<file path="config.mk">
export PLATFORM = sky130hd
export DESIGN_NAME = display_scan_7seg
export DESIGN_NICKNAME = d
export VERILOG_FILES = /design/src/rtl/display_scan_7seg.sv
export SDC_FILE = /design/constraint.sdc
export NUM_CORES = 1
export LEC_CHECK = 0
export ABC_CLOCK_PERIOD_IN_PS = 3900
export BUFFER_PORTS_ARGS = -buffer_cell sky130_fd_sc_hd__buf_2
export CORE_ASPECT_RATIO = 0.8
export CORE_UTILIZATION = 50
export DETAILED_ROUTE_END_ITERATION = 8
export GPL_ROUTABILITY_DRIVEN = 0
export GPL_TIMING_DRIVEN = 0
export PLACE_DENSITY = 0.75
export SYNTH_ARGS = -nofsm -noshare
export SYNTH_HDL_FRONTEND = slang
export SYNTH_SLANG_ARGS = --single-unit
</file>
<file path="constraint.sdc">
create_clock -name clk -period 3.9 [get_ports clk]
set_clock_uncertainty 0.1 [all_clocks]
set_input_delay 0.39 -clock clk [delete_from_list [all_inputs] [get_ports clk]]
set_output_delay 0.39 -clock clk [all_outputs]
set_load 0.02 [all_outputs]
</file>
<file path="src/rtl/display_scan_7seg.sv">
// ---------------------------------------------------------------------------
// display_scan_7seg
//
// Time-multiplexed scan driver for a 4-digit, active-low 7-segment display.
// Each digit owns one slot of REFRESH_DIV cycles. The first BLANK_CYCLES
// cycles of every slot are dark, which stops ghosting while the anodes
// switch. The gate, the digit mask, the nibbles and the decimal points are
// captured once per frame, so a frame never mixes old and new data.
//
// Ports:
//   clk        system clock, rising edge
//   rst        asynchronous active-high reset
//   EN         scan enable (synchronous); low forces the display off
//   SEL7SEG    display gate from the selector, 1 = digits may light
//   AC[3:0]    per-digit enable mask, AC[k]=1 allows digit k
//   DIGITS     four hex nibbles, DIGITS[4k+3:4k] is digit k
//   DP[3:0]    decimal point request per digit, active-high
//   AN[3:0]    anode drive, active-low, at most one bit low
//   SEG[6:0]   segments a..g on SEG[0]..SEG[6], active-low
//   DPO        decimal point, active-low
//   DIGIT_IDX  index of the slot currently being timed
//   FRAME_TICK one-cycle pulse on the first cycle of each frame
// ---------------------------------------------------------------------------
module display_scan_7seg #(
    parameter int REFRESH_DIV  = 50000,
    parameter int BLANK_CYCLES = 500,
    parameter int CNT_W        = 16
) (
    input  logic        clk,
    input  logic        rst,
    input  logic        EN,
    input  logic        SEL7SEG,
    input  logic [3:0]  AC,
    input  logic [15:0] DIGITS,
    input  logic [3:0]  DP,
    output logic [3:0]  AN,
    output logic [6:0]  SEG,
    output logic        DPO,
    output logic [1:0]  DIGIT_IDX,
    output logic        FRAME_TICK
);

    localparam logic [1:0] ST_OFF   = 2'd0;
    localparam logic [1:0] ST_BLANK = 2'd1;
    localparam logic [1:0] ST_SHOW  = 2'd2;

    localparam logic [CNT_W-1:0] CNT_LAST  = CNT_W'(REFRESH_DIV - 1);
    localparam logic [CNT_W-1:0] BLANK_END = CNT_W'(BLANK_CYCLES);

    // Segment patterns for the hex digits, bit order g..a, active-low.
    function automatic logic [6:0] hexToSeg(input logic [3:0] nib);
        logic [6:0] pattern;
        case (nib)
            4'h0: pattern = 7'h40;
            4'h1: pattern = 7'h79;
            4'h2: pattern = 7'h24;
            4'h3: pattern = 7'h30;
            4'h4: pattern = 7'h19;
            4'h5: pattern = 7'h12;
            4'h6: pattern = 7'h02;
            4'h7: pattern = 7'h78;
            4'h8: pattern = 7'h00;
            4'h9: pattern = 7'h10;
            4'hA: pattern = 7'h08;
            4'hB: pattern = 7'h03;
            4'hC: pattern = 7'h46;
            4'hD: pattern = 7'h21;
            4'hE: pattern = 7'h06;
            default: pattern = 7'h0E;
        endcase
        return pattern;
    endfunction

    logic [CNT_W-1:0] cnt_q, cnt_d;
    logic [1:0]       idx_q, idx_d;
    logic [1:0]       state_q, state_d;
    // Set after reset and while disabled: the next enabled edge opens a frame
    // at slot 0 instead of advancing the counter.
    logic             armed_q, armed_d;
    logic [15:0]      snapDigits_q, snapDigits_d;
    logic [3:0]       snapDp_q, snapDp_d;
    logic [3:0]       snapAc_q, snapAc_d;
    logic             snapGate_q, snapGate_d;
    logic [3:0]       an_q, an_d;
    logic [6:0]       seg_q, seg_d;
    logic             dpo_q, dpo_d;
    logic             tick_q, tick_d;

    logic             frameStart;
    logic             lit;
    logic [3:0]       nibble;

    // Slot/digit sequencing, frame snapshot and state selection.
    // Everything is computed for the cycle that follows the edge, so the
    // output registers below can be loaded directly from these values.
    always_comb begin
        cnt_d        = cnt_q;
        idx_d        = idx_q;
        armed_d      = armed_q;
        snapDigits_d = snapDigits_q;
        snapDp_d     = snapDp_q;
        snapAc_d     = snapAc_q;
        snapGate_d   = snapGate_q;
        frameStart   = 1'b0;
        state_d      = state_q;

        if (!EN) begin
            cnt_d   = '0;
            idx_d   = 2'd0;
            armed_d = 1'b1;
            state_d = ST_OFF;
        end else begin
            if (armed_q) begin
                cnt_d   = '0;
                idx_d   = 2'd0;
                armed_d = 1'b0;
            end else if (cnt_q == CNT_LAST) begin
                cnt_d = '0;
                idx_d = idx_q + 2'd1;
            end else begin
                cnt_d = cnt_q + 1'b1;
            end

            frameStart = (cnt_d == '0) && (idx_d == 2'd0);
            if (frameStart) begin
                snapDigits_d = DIGITS;
                snapDp_d     = DP;
                snapAc_d     = AC;
                snapGate_d   = SEL7SEG;
            end

            state_d = (cnt_d < BLANK_END) ? ST_BLANK : ST_SHOW;
        end
    end

    // Output decode. A slot that is masked or gated off stays dark but still
    // consumes its time so the frame period never changes.
    always_comb begin
        lit    = (state_d == ST_SHOW) && snapGate_d && snapAc_d[idx_d];
        nibble = snapDigits_d[{idx_d, 2'b00} +: 4];
        an_d   = 4'hF;
        seg_d  = 7'h7F;
        dpo_d  = 1'b1;
        tick_d = frameStart;
        if (lit) begin
            an_d  = ~(4'b0001 << idx_d);
            seg_d = hexToSeg(nibble);
            dpo_d = ~snapDp_d[idx_d];
        end
    end

    // State and output registers; reset darkens the display immediately.
    always_ff @(posedge clk or posedge rst) begin
        if (rst) begin
            cnt_q        <= '0;
            idx_q        <= 2'd0;
            state_q      <= ST_BLANK;
            armed_q      <= 1'b1;
            snapDigits_q <= '0;
            snapDp_q     <= '0;
            snapAc_q     <= '0;
            snapGate_q   <= 1'b0;
            an_q         <= 4'hF;
            seg_q        <= 7'h7F;
            dpo_q        <= 1'b1;
            tick_q       <= 1'b0;
        end else begin
            cnt_q        <= cnt_d;
            idx_q        <= idx_d;
            state_q      <= state_d;
            armed_q      <= armed_d;
            snapDigits_q <= snapDigits_d;
            snapDp_q     <= snapDp_d;
            snapAc_q     <= snapAc_d;
            snapGate_q   <= snapGate_d;
            an_q         <= an_d;
            seg_q        <= seg_d;
            dpo_q        <= dpo_d;
            tick_q       <= tick_d;
        end
    end

    assign AN         = an_q;
    assign SEG        = seg_q;
    assign DPO        = dpo_q;
    assign DIGIT_IDX  = idx_q;
    assign FRAME_TICK = tick_q;

endmodule

</file>
=== Yosys cells after proc, flatten, opt, wreduce, memory -nomap -nowiden ===
Memory sizes are Yosys's and may differ from the RTL's.
Cells that the tools add are included.

* Register bits after elaboration: 57
* ROM bits: 112
* Input port bits: 28
* Output and inout bits: 15
* Logic and storage cells: 54
* Memories: 1

{| class="wikitable"
|+ Memory list
! name !! depth !! bits a word !! read ports !! clocked after memory_dff !! wr ports !! RTL line !! source
|-
| (name not given) || 16 || 7 || 1 || 0 || 0 || 53 || <nowiki>case (nib)</nowiki>
|}

* $add $sub $neg: 2
* Order comparisons: 2
* Equality and inequality tests: 2
* Shifts and indexed selects: 2
* Mux-type cells: 27
* Bitwise gates (word level): 2
* Reduce and logical (&&, ||, !) cells: 5

{| class="wikitable"
|+ Operators with widths
! cell !! count
|-
| 16-bit 2-to-1 mux || 6
|-
| 4-bit 2-to-1 mux || 5
|-
| 16-bit by 1-bit adder with 16-bit output (second input constant) || 1
|-
| 16-bit equality test (second input constant) || 1
|-
| 16-bit zero test || 1
|-
| 16-bit by 9-bit < comparator with 1-bit output (second input constant) || 1
|-
| 16-bit by 5-bit indexed part select with 4-bit output || 1
|-
| 2-bit 2-to-1 mux || 6
|-
| 1-bit 2-to-1 mux || 7
|-
| 7-bit 2-to-1 mux || 1
|-
| 1-bit binary-select mux with 2-bit select || 2
|-
| 4-bit NOT || 1
|-
| 1-bit by 2-bit left shift with 4-bit output (first input constant) || 1
|-
| 1-bit logical AND || 3
|-
| 2-bit by 3-bit < comparator with 1-bit output (second input constant) || 1
|-
| 2-bit by 1-bit adder with 2-bit output (second input constant) || 1
|-
| 2-bit equality test (second input constant) || 1
|-
| 2-bit zero test || 1
|-
| 1-bit NOT || 1
|}

=== Longest topological paths before layout ===
Gate-level depths: netlist (run 1).

* Depth in word-level cells: 12
* Depth in mapped cells: 14

=== Worst setup path after synthesis (run 1) ===
No wires, ideal clock.

* Path type: reg-to-reg
* Start: reg cnt_q[4]
* End: reg seg_q[3], in the netlist SEG[3]
* Arrival time: 3245 ps
* Required time: 3741 ps
* Path slack: 496 ps
* Stages on the path, launching flop included: 15
* Buffers on the path: 2
* Cell sequence: dfrtp_1 > buf_6 > or4b_1 > nor4_2 > buf_6 > nor3_1 > or3_4 > a22o_1 > o21ai_0 > nand4_1 > inv_1 > ha_1 > and3_1 > o21ai_0 > a21bo_1

* Longest elaborated chain between the ends: 12
* Elaborated cells between the ends (all ways): 29
* Classes of those cells: 1 x add/sub; 1 x order compare; 2 x eq/ne; 1 x shift; 18 x mux; 5 x reduce/logical; 1 x memory

{| class="wikitable"
|+ Ends and longest elaborated chain
! item !! RTL line !! source
|-
| from (decl) || 74 || <nowiki>logic [CNT_W-1:0] cnt_q, cnt_d;</nowiki>
|-
| from (signal assigned) || 168 || <nowiki>cnt_q <= cnt_d;</nowiki>
|-
| branches (longest 11 deep; another with 16-bit by 1-bit adder with 16-bit output) || -- ||
|-
| 7-bit 2-to-1 mux * || 145 || <nowiki>if (lit) begin</nowiki>
|-
| named net seg_d[3] || 85 || <nowiki>logic [6:0] seg_q, seg_d;</nowiki>
|-
| to (signal assigned) || 177 || <nowiki>seg_q <= seg_d;</nowiki>
|-
| to (decl) || 85 ||
|}

Mark *: on every way through the listed nets, which the timed path passes. The select of a mux whose other input is x is not followed.

=== Final worst setup path (run 1) ===
* Start: reg cnt_q[11]
* End: reg seg_q[3], in the netlist SEG[3]

The elaborated chain is that of the path after synthesis.

==> results of run 1 <==
## metrics by stage
step           worst slack, ps   util  hold slack, ps  cells
6_report                   194  0.608             179    453
3_5_place_dp               111  0.567             323    436
5_1_grt                   42.2  0.608             157    453
2_1_floorplan              496      -             316    309
4_1_cts                   88.9  0.604             153    453
3_3_place_gp               129  0.564             370    435
## path summary, 6_finish.rpt
path	from	endpoint	slack (ps)	cells past startpoint
setup / recovery	cnt_q[11]$_DFF_PP0_	SEG[3]$_DFF_PP1_	190	13
hold / removal	EN	armed_q$_DFF_PP1_	180	2
setup reg to reg	cnt_q[11]$_DFF_PP0_	SEG[3]$_DFF_PP1_	190	13
hold reg to reg	snapDp_q[3]$_DFF_PP0_	snapDp_q[3]$_DFF_PP0_	400	1
max in group asynchronous	rst	armed_q$_DFF_PP1_	2580	4
min in group asynchronous	rst	cnt_q[4]$_DFF_PP0_	510	3
## cells by family after synthesis
| logic type | count (synthesis) |
|---|---|
| xor gates and xnor gates | 16 |
| and+or+nand+nor | 110 |
| buffers and inverters | 28 |
| AOI/OAI and AO/OA | 61 |
| DFF | 57 |
| muxes | 30 |
| adders and majority gates | 7 |
## where the power goes
group	switching [mW]	internal [mW]	total, mW	leakage (nW)
clock	0.234	0.376	0.610	0.106
sequential	0.0294	0.644	0.674	0.695
combinational	0.127	0.106	0.233	0.737
## routing by layer
layer	global-route usage	share of wire	wire (um)
met5	0	0	0
met4	0.0781	0.013	91
met3	0.0593	0.060	424
met2	0.309	0.42	3010
met1	0.339	0.50	3580
## repair_timing
item,in CTS,in global routing
hold buffers,1,0
endpoints found under the setup margin,0,14
resized for setup,0,4
endpoints found under the hold margin,11,0
buffers inserted,0,1
## state kept, by name, summed over array words and instances (netlist names)
name and flops:
cnt_q 16, snapDigits_q 16, SEG 7, AN 4, snapAc_q 4, snapDp_q 4, DIGIT_IDX 2, DPO 1
FRAME_TICK 1, armed_q 1, snapGate_q 1
## critical path, cell delays in order, from the launching register on
cell,delay [ps]
dfrtp_1,440
or4_1,570
nor4_4,360
buf_6,200
nor3_1,70
or3_4,420
a22o_1,250
o21ai_0,70
nand4_1,250
inv_2,170
ha_1,230
and3_1,160
o21ai_0,210
a21bo_1,150
## placed cells by master (no fill, tap or decap), types with 5 or more instances in the layout
master,n
o21ai_0,13
o211ai_1,5
nand4_1,6
dfstp_2,13
nor3_1,7
or4_1,5
nand3_1,14
buf_2,48
clkbuf_8,11
a21oi_1,11
dfrtp_1,44
xnor2_1,14
inv_1,10
mux2i_1,5
nand2_1,27
mux2_2,22
ha_1,7
nor2_1,19
## final cells by class
class	instances	area share
flip-flops and latches	57	0.372
plain buffers	14	0.0258
clock inverters	5	0.0207
inverters	13	0.0126
repair buffers	45	0.0639
multi-input cells	224	0.441
well taps	84	0.0271
clock buffers	11	0.0365
==> metrics.md, run 1 <==
| Metric | Value |
|---|---|
| TritonCTS clock tree | yes |
| Number of unique standard cell types used by synthesis | 74 |
| Clock Tree Root | clkbuf_8 |
| Post-synthesis sequential element count | 57 |
| Maximum fanout encountered on the critical timing path | 10 |
| Synth area leaders | dfrtp_1 (34%), dfstp_2 (10%), mux2_2 (7.5%) |
| Synthesized net count | about 340 |
| Synthesized-area fraction occupied by ao, oa, aoi and oai cells | 0.152 |
| F_max | 0.270 GHz |
| Mapped Area | between 3000 and 4000 um^2 |
| Area of the multi-input gates | 1710 um^2 |
| Core box area | between 6000 and 7000 um^2 |
| Die Span X | roughly 93 um |
| Final-report setup violation count | 0 |
| Adder and majority cell fraction of the synthesized area | 0.0267 |
| Insertion delay to the later sink of the worst-skew pair | around 340 ps |
| Initial core utilization | 0.515 |
| Rows | 26 |
| Buffers from clock root to sink, at most | 2 |
| First-pass GRT wire length | 11700 um |
| Setup Crit Path Kind | flip-flop to flip-flop |
| Most used flip-flop cell after synthesis | dfrtp_1 |
| Via count | about 2.6k |
| All-Layer GR Usage | 0.225 |
| Worst path required time | approximately 4100 ps |
| RSZ-0062 raised after global routing | no |
| Peak supply drop | about 0.00031 V |
| Detailed Routing Iterations Pass 1 | 4 |
| Post-detailed-route count of antenna-violating nets | 0 |
| Number of DRC violations after detailed-routing iteration 0 | 211 |
| Power density normalized to cell area | 391 nW/um^2 |
| DRC violations left | 0 |
| Relative area change from synthesis to final layout | 18.1% |
| Initial antenna violation count | 0 |
| Post-Synthesis Cells | ~300 |
| Critical Path Sink Type | flip-flop |
| Post-synth ARST share | 1.00 |
| Post-synthesis share of cell area spent on and, or, nand and nor gates | 0.188 |
| TritonCTS buffer count | 9 |
| Status | finished, final reports clean |
| Number of nets in the finished design | 399 |
| Total congestion overflow after global routing | 0 |
| Post-Route Setup TNS | 0 ps |
| Final instance area | 3870 um^2 |
| Slew at the pin with the worst max-slew slack | 687 ps |
| Tcrit/Tclk final | 0.950 |
| Register area share after synthesis | 0.440 |
| HPWL Detailed | slightly above 5000 um |
| Average wire per standard cell | roughly 16 um |
| Area share of the largest cell type after synthesis | 0.335 |
| Die footprint | approximately 6900 um^2 |
| Leading cell type by number of instances after synthesis | dfrtp_1 |
| Number of buffers added on ports | 42 |
| Critical Path Source Type | flip-flop |
| Largest net degree at the start of global routing | 37 |
| Min Clock Period, post-route | between 3000 and 4000 ps |
| Vias per cell | roughly 5.7 |
| Number of warnings reported in the yosys synthesis log | 0 |
| Number of enable flip-flop cells after synthesis | 0 |
| Count of boundary I/O pins | 43 |
| Clock H-tree levels | 3 |
| Worst min-delay path class | input port to flip-flop |
| Final routed wirelength across all metal layers | about 7000 um |
| Number of max-capacitance violations reported | 0 |
| Placement-stage cell area | 3620 um^2 |
| Diode insertion count for antenna repair | 0 |
| Sequential cell area in the final layout | around 1400 um^2 |
| Clock-pin transition on the worst setup and hold timing paths | ~60 ps |
| Filler cell count in the final layout | 546 |
| Fraction of layout instances using a drive strength above 1 | 0.358 |
| Fraction of synthesized area in multiplexers | 0.104 |
| Vias in the first global route | 2315 |
| Most instantiated cells after synthesis | dfrtp_1 (44), nand2_1 (27), mux2_2 (22) |
| Signal arrival time at the worst endpoint | between 3000 and 4000 ps |
| Leakage Power | between 1.5 and 2 nW |
| Final number of hold-violating endpoints | 0 |
| Overall power consumption | roughly 1.5 mW |
| XOR/XNOR Fraction of Synth Area | 0.0427 |
| Post-Syn Area per Cell | around 11 um^2 |
| Headroom to the max-slew limit | 0.542 |
| Die Ht | around 74 um |
| Most area-hungry cell type in the Yosys netlist | dfrtp_1 |
| Dominant combinational cell family by area after synthesis | simple AND/OR/NAND/NOR gates |
| Final Slew Violations | 0 |
| # clock sinks | 57 |
Note: power is estimated with default switching activity, not from simulation.
==> inputs of run 2 (changes only) <==
--- a/config.mk
+++ b/config.mk
@@ -5,6 +5,7 @@
 export SDC_FILE = /design/constraint.sdc
 export NUM_CORES = 1
 export LEC_CHECK = 0
+export ABC_AREA = 1
 export ABC_CLOCK_PERIOD_IN_PS = 3900
 export BUFFER_PORTS_ARGS = -buffer_cell sky130_fd_sc_hd__buf_2
 export CORE_ASPECT_RATIO = 0.8
==> run 2 against run 1 <==
Worst hold slack lost 9.2 ps. Setup slack better by 430 ps. Critical path depth increased by 7. Sequential share of layout area about the same. Non-clock buffer count is 6 lower. Die area increased by 1.6%. Sequential power shrank 3.4%. Final cell count increased by 29%. Fmax rose by 13%. Global-route usage increased by 1.2 points. Largest power group unchanged.
==> metrics.md, run 2 <==
| Metric | Value |
|---|---|
| Status | finished, final reports clean |
| Worst min-delay path class | input port to flip-flop |
| Buffers from clock root to sink, at most | 2 |
| Total congestion overflow after global routing | 0 |
| Area of the multi-input gates | 1560 um^2 |
| Post-Synthesis Cells | around 440 |
| Min Clock Period, post-route | 3280 ps |
| DRC violations left | 0 |
| Synthesized net count | 474 |
| Most instantiated cells after synthesis | nand2_1 (122), nand3_1 (61), inv_1 (59) |
| First-pass GRT wire length | 12300 um |
| Die Ht | 75.0 um |
| Total of hold buffers inserted after clock tree synthesis | 1 |
| Critical Path Sink Type | flip-flop |
| Number of nets in the finished design | 529 |
| Post-route non-filler standard cell count | 583 |
| Leakage Power | just under 2 nW |
| Vias in the first global route | 2564 |
| Mapped Area | roughly 3300 um^2 |
| Final number of hold-violating endpoints | 0 |
| Number of max-capacitance violations reported | 0 |
| Number of buffers added on ports | 42 |
| F_max | 0.305 GHz |
| Core box area | 6410 um^2 |
| Start point of the worst hold path | DP[0] |
| Filler cell count in the final layout | 582 |
| Reg-to-reg slack, setup | about 620 ps |
| Clock H-tree levels | 3 |
| Synth area leaders | dfrtp_1 (33%), nand2_1 (14%), dfstp_2 (10%) |
| Sequential cell area in the final layout | ~1400 um^2 |
| Initial antenna violation count | 0 |
| Final Slew Violations | 0 |
| Most used flip-flop cell after synthesis | dfrtp_1 |
| Number of enable flip-flop cells after synthesis | 0 |
| # clock sinks | between 50 and 60 |
| Number of buffers inserted by post-CTS setup repair | 0 |
| Clock Tree Root | clkbuf_8 |
| Area share of the largest cell type after synthesis | 0.330 |
| Diode insertion count for antenna repair | 0 |
| RSZ-0062 raised after global routing | no |
| Final routed wirelength across all metal layers | roughly 7600 um |
| Peak supply drop | between 0.0003 and 0.0004 V |
| CP endpoint | SEG[3]$_DFF_PP1_ |
| All-Layer GR Usage | 0.236 |
| Number of warnings reported in the yosys synthesis log | 0 |
| R2R cell count | 20 |
| Clock-pin transition on the worst setup and hold timing paths | about 70 ps |
| Headroom to the max-slew limit | 0.559 |
| Insertion delay to the later sink of the worst-skew pair | between 300 and 400 ps |
| Hold slack final | 170 ps |
| Post-Route Setup TNS | 0 ps |
| Most common cell after layout, fill and taps aside | nand2_1 |
| Final-report setup violation count | 0 |
| Relative area change from synthesis to final layout | 16.1% |
| Fraction of layout instances using a drive strength above 1 | 0.230 |
| Launching point of the worst reg2reg path | cnt_q[0]$_DFF_PP0_ |
| CTS-repair resized insts | 0 |
| Slew at the pin with the worst max-slew slack | 659 ps |
| Critical path origin | cnt_q[0]$_DFF_PP0_ |
| Post-synth ARST share | 1.00 |
| Post-Syn Area per Cell | ~7.6 um^2 |
| Final Core Density | 0.604 |
| End of the worst register-to-register path | SEG[3]$_DFF_PP1_ |
| Post-detailed-route count of antenna-violating nets | 0 |
| Die Span X | between 90 and 100 um |
| Maximum fanout encountered on the critical timing path | 10 |
| Initial core utilization | 0.520 |
| Signal arrival time at the worst endpoint | 3440 ps |
| Post-synthesis sequential element count | between 50 and 60 |
| Highest-count cells in the layout ignoring fill and taps | nand2_1 (122), nand3_1 (61), inv_1 (58) |
| Detailed Routing Iterations Pass 1 | 4 |
| Largest net degree at the start of global routing | 39 |
| TritonCTS clock tree | yes |
| Count of boundary I/O pins | 43 |
| Register area share after synthesis | 0.433 |
| TritonCTS buffer count | 9 |
| Most area-hungry cell type in the Yosys netlist | dfrtp_1 |
| Rows | 26 |
| Average wire per standard cell | about 13 um |
| Power density normalized to cell area | around 370 nW/um^2 |
| Tcrit/Tclk final | 0.840 |
| Critical Path Source Type | flip-flop |
| Number of DRC violations after detailed-routing iteration 0 | ~230 |
| Inst Count DP | about 570 |
| Setup Crit Path Kind | flip-flop to flip-flop |
| HPWL Detailed | about 5700 um |
| Number of unique standard cell types used by synthesis | 32 |
| Worst path required time | ~4000 ps |
| Via count | ~3k |
| Vias per cell | approximately 5.1 |
| Leading cell type by number of instances after synthesis | nand2_1 |
| Die footprint | between 7000 and 8000 um^2 |
[run 2: changes by cell type after synthesis, moves of 8 or more]
cell,delta
nand3_1,+47
a21oi_1,-10
inv_1,+47
nor2_1,+22
nand2_2,+8
mux2_2,-22
o21ai_0,-10
nor2_2,+8
nand2_1,+95
xnor2_1,-14
[run 2: layer usage]
layer  wire length, um  vias up  part of all wire  global-route usage
met5                 0        -                 0                   0
met4                63        0            0.0083              0.0667
met3               544        6             0.072              0.0727
met2              3190       99              0.42               0.328
met1              3800     1360              0.50               0.353
li1                  -     1490                 -                   -
[run 2: cell families after synthesis]
group	after synthesis	synth area share
AND/OR/NAND/NOR	281	0.403
adder cells (fa/ha/maj)	7	0.0263
XOR/XNOR	4	0.0105
buffers and inverters	76	0.0994
AO/OA/AOI/OAI	14	0.0278
flip-flops	57	0.433
[run 2: worst min-delay path by stage]
stage / slack, ps / endpoint / depth (start not counted)
final: 170 / snapDp_q[0]$_DFF_PP0_ / 3
after global routing: 160 / snapDp_q[0]$_DFF_PP0_ / 3
after CTS: 150 / snapDp_q[3]$_DFF_PP0_ / 3
after detailed placement: 320 / cnt_q[2]$_DFF_PP0_ / 2
after global placement: 350 / snapAc_q[0]$_DFF_PP0_ / 2
after floorplan: 340 / snapAc_q[0]$_DFF_PP0_ / 2
[run 2: area by class of cell]
| cell class | count | area share |
|---|---|---|
| buffer | 9 | 0.0207 |
| clock buffer | 11 | 0.0420 |
| clock inverter | 5 | 0.00711 |
| inverter | 67 | 0.0650 |
| multi-input combinational | 306 | 0.403 |
| sequential | 57 | 0.373 |
| tap | 84 | 0.0272 |
| timing repair buffer | 44 | 0.0621 |
[run 2: through the flow]
stage                     area (um^2)  total power [mW]  setup WS (ps)
final                            3870              1.43            623
after global routing             3870              1.50            308
after CTS                        3870              1.44            641
after detailed placement         3670             0.912            663
after global placement           3650             0.899            690
after floorplan                  3330             0.847           1120
[run 2: report_power, final]
part	switching (mW)	internal, mW
registers	0.0129	0.638
clock network	0.240	0.282
logic	0.159	0.0953
total	0.412	1.01
[run 2: critical path, stage by stage, from the launching register on]
cell      delay, ps
dfrtp_1         380
ha_1            230
nand3_2         120
nor2_2          200
nand2_2         120
nand2_4         110
inv_2            80
nand3_1          90
nand3_1         150
nor2_4          210
buf_6           170
nand3b_1         90
nand3_1          90
nand2_1          70
nor2_2          260
inv_1           130
ha_1            230
o21ai_1         150
nand2_1          80
nand2_1          60
nand3_1          60
==> inputs of run 3 (changes only) <==
--- a/config.mk
+++ b/config.mk
@@ -6,7 +6,7 @@
 export NUM_CORES = 1
 export LEC_CHECK = 0
 export ABC_AREA = 1
-export ABC_CLOCK_PERIOD_IN_PS = 3900
+export ABC_CLOCK_PERIOD_IN_PS = 3250
 export BUFFER_PORTS_ARGS = -buffer_cell sky130_fd_sc_hd__buf_2
 export CORE_ASPECT_RATIO = 0.8
 export CORE_UTILIZATION = 50
==> constraint.sdc (replaced) <==
create_clock -name clk -period 3.25 [get_ports clk]
set_clock_uncertainty 0.1 [all_clocks]
set_input_delay 0.325 -clock clk [delete_from_list [all_inputs] [get_ports clk]]
set_output_delay 0.325 -clock clk [all_outputs]
set_load 0.02 [all_outputs]
==> run 3 against run 2 <==
Fmax grew 7.4%. Die area is the same. Via count grew 1.8%. Worst hold slack lost 60 ps. Core utilization grew 3.0 points. Flip-flop and latch count is the same. Setup slack lost 420 ps. First-iteration DRC count shrank 5.6%. Sequential power grew 20%. Register-to-register slack lost 420 ps. Clock power grew 20%. Global-route usage is essentially flat. Critical path type unchanged.
==> metrics.md, run 3 (synthesis results as in run 2) <==
| Metric | Value |
|---|---|
| Status | finished, final reports clean |
| Area of the multi-input gates | 1660 um^2 |
| Maximum fanout encountered on the critical timing path | 10 |
| Min Clock Period, post-route | just over 3000 ps |
| Placement-stage cell area | 3670 um^2 |
| Final number of hold-violating endpoints | 0 |
| Critical Path Sink Type | flip-flop |
| Met1 usage in global routing | 0.353 |
| Final routed wirelength across all metal layers | roughly 7900 um |
| Signal arrival time at the worst endpoint | between 3000 and 4000 ps |
| Portion of total power attributed to sequential cells | 0.451 |
| Clock Tree Root | clkbuf_8 |
| Most heavily used metal layer in global routing | met1 |
| R2R cell count | 22 |
| Vias in the first global route | 2567 |
| Via count | ~3.0k |
| Detailed Routing Iterations Pass 1 | 5 |
| Die Ht | approximately 75 um |
| Buffers from clock root to sink, at most | 2 |
| Worst path required time | 3430 ps |
| Slew at the pin with the worst max-slew slack | 634 ps |
| Peak supply drop | around 0.0004 V |
| Net Sw Power | between 0.5 and 0.6 mW |
| Clock-pin transition on the worst setup and hold timing paths | roughly 70 ps |
| Insertion delay to the later sink of the worst-skew pair | 340 ps |
| DRC violations left | 0 |
| Relative area change from synthesis to final layout | 21.8% |
| TritonCTS buffer count | 9 |
| Initial core utilization | 0.520 |
| Total congestion overflow after global routing | 0 |
| Core box area | around 6400 um^2 |
| Switching share of total power | 0.291 |
| Diode insertion count for antenna repair | 0 |
| Clock group share of total power | 0.362 |
| F_max | 0.328 GHz |
| Number of nets in the finished design | 540 |
| Die footprint | approximately 7000 um^2 |
| Met2 routing resource usage after global routing | 0.328 |
| Headroom to the max-slew limit | 0.576 |
| Filler cell count in the final layout | 547 |
| Leakage Power | 2.02 nW |
| Final instance area | roughly 4100 um^2 |
| Setup Crit Path Kind | flip-flop to flip-flop |
| Clock H-tree levels | 3 |
| Average wire per standard cell | approximately 13 um |
| Tcrit/Tclk final | 0.938 |
| Worst min-delay path class | input port to flip-flop |
| Rows | 26 |
| Number of max-capacitance violations reported | 0 |
| All-Layer GR Usage | 0.236 |
| Die Span X | about 93 um |
| Final Slew Violations | 0 |
| Power density normalized to cell area | approximately 430 nW/um^2 |
| Hold-critical path depth | 3 |
| Most common cell after layout, fill and taps aside | nand2_1 |
| Initial antenna violation count | 0 |
| Vias per cell | approximately 5.1 |
| First-pass GRT wire length | 12300 um |
| TritonCTS clock tree | yes |
| Fraction of layout instances using a drive strength above 1 | 0.286 |
| Post-detailed-route count of antenna-violating nets | 0 |
| # clock sinks | between 50 and 60 |
| Final-report setup violation count | 0 |
| Critical Path Source Type | flip-flop |
| Overall power consumption | approximately 1.7 mW |
| Count of boundary I/O pins | 43 |
| Number of DRC violations after detailed-routing iteration 0 | about 220 |
| HPWL Detailed | between 5000 and 6000 um |
| Comb pwr share | 0.188 |
| Total internal power | 1.23 mW |
| GR Layer Usage met3 | 0.0727 |
| Highest-count cells in the layout ignoring fill and taps | nand2_1 (119), inv_1 (58), nand3_1 (58) |
| Largest net degree at the start of global routing | 39 |
| Number of buffers added on ports | 42 |
| Sequential cell area in the final layout | between 1000 and 1500 um^2 |
## run 3: cell count changes in the layout (fill, tap and decap cells not counted), sizes merged
cell | before | now
clkbuf | 12 | 14
buf | 51 | 60
## run 3: worst paths after layout
check                                       from               endpoint  slack [ps]
max in group asynchronous                    rst          DPO$_DFF_PP1_        2000
max                           cnt_q[1]$_DFF_PP0_       SEG[0]$_DFF_PP1_         200
max reg2reg                   cnt_q[1]$_DFF_PP0_       SEG[0]$_DFF_PP1_         200
min in group asynchronous                    rst     cnt_q[3]$_DFF_PP0_         440
min reg2reg                snapDp_q[3]$_DFF_PP0_  snapDp_q[3]$_DFF_PP0_         380
min                                        DP[3]  snapDp_q[3]$_DFF_PP0_         110
## run 3: stage by stage
step / hold WS (ps) / setup slack [ps] / std cells / setup TNS (ps) / utilization
floorplan: 337 / 468 / 439 / 0 / -
global placement: 351 / 39.7 / 565 / 0 / 0.570
detailed placement: 252 / 12.7 / 566 / 0 / 0.573
CTS: 86.3 / 33.5 / 583 / 0 / 0.605
global route: 99.4 / -62.4 / 594 / -159 / 0.634
finish: 110 / 200 / 594 / 0 / 0.634
## run 3: power groups by stage
stage	clock network, mW	registers (mW)	logic (mW)
after floorplan	0	0.790	0.227
after global placement	0	0.791	0.287
after detailed placement	0	0.793	0.301
after CTS	0.645	0.781	0.306
after global routing	0.676	0.785	0.367
final	0.627	0.782	0.326
## run 3: cell type report
class / count / area share
multi-input cells: 306 / 0.409
flip-flops and latches: 57 / 0.356
repair buffers: 55 / 0.0795
inverters: 67 / 0.0619
clock buffers: 11 / 0.0400
well taps: 84 / 0.0259
plain buffers: 9 / 0.0206
clock inverters: 5 / 0.00678
## run 3: timing repair
| action | in CTS | in global routing |
|---|---|---|
| hold buffers | 1 | 0 |
| buffers inserted | 0 | 11 |
| pin swaps | 0 | 9 |
| setup endpoints to repair | 2 | 7 |
| endpoints found under the hold margin | 11 | 0 |
| gates resized for setup | 1 | 28 |
## run 3: per-layer routing
| layer | wire [um] | part of all wire |
|---|---|---|
| met5 | 0 | 0 |
| met3 | 529 | 0.067 |
| met4 | 55 | 0.0069 |
| met1 | 3950 | 0.50 |
| met2 | 3400 | 0.43 |
## run 3: worst max-delay path, cell delays in order, from the launching register on
cell     delay, ps
dfrtp_1        420
ha_4           180
nand2_1         80
nor2_4         200
nand4_1        120
nand3_1        120
nand2_1         80
inv_1           80
nand3_2        100
nor2_4         200
nand2_4         80
buf_6          150
buf_6          140
nand2_1         70
nand3_1         80
nand2_2        140
inv_1           60
nand2_2        100
ha_4           150
inv_1           60
nand2_1         90
nand3_1         80
nand3_1         90
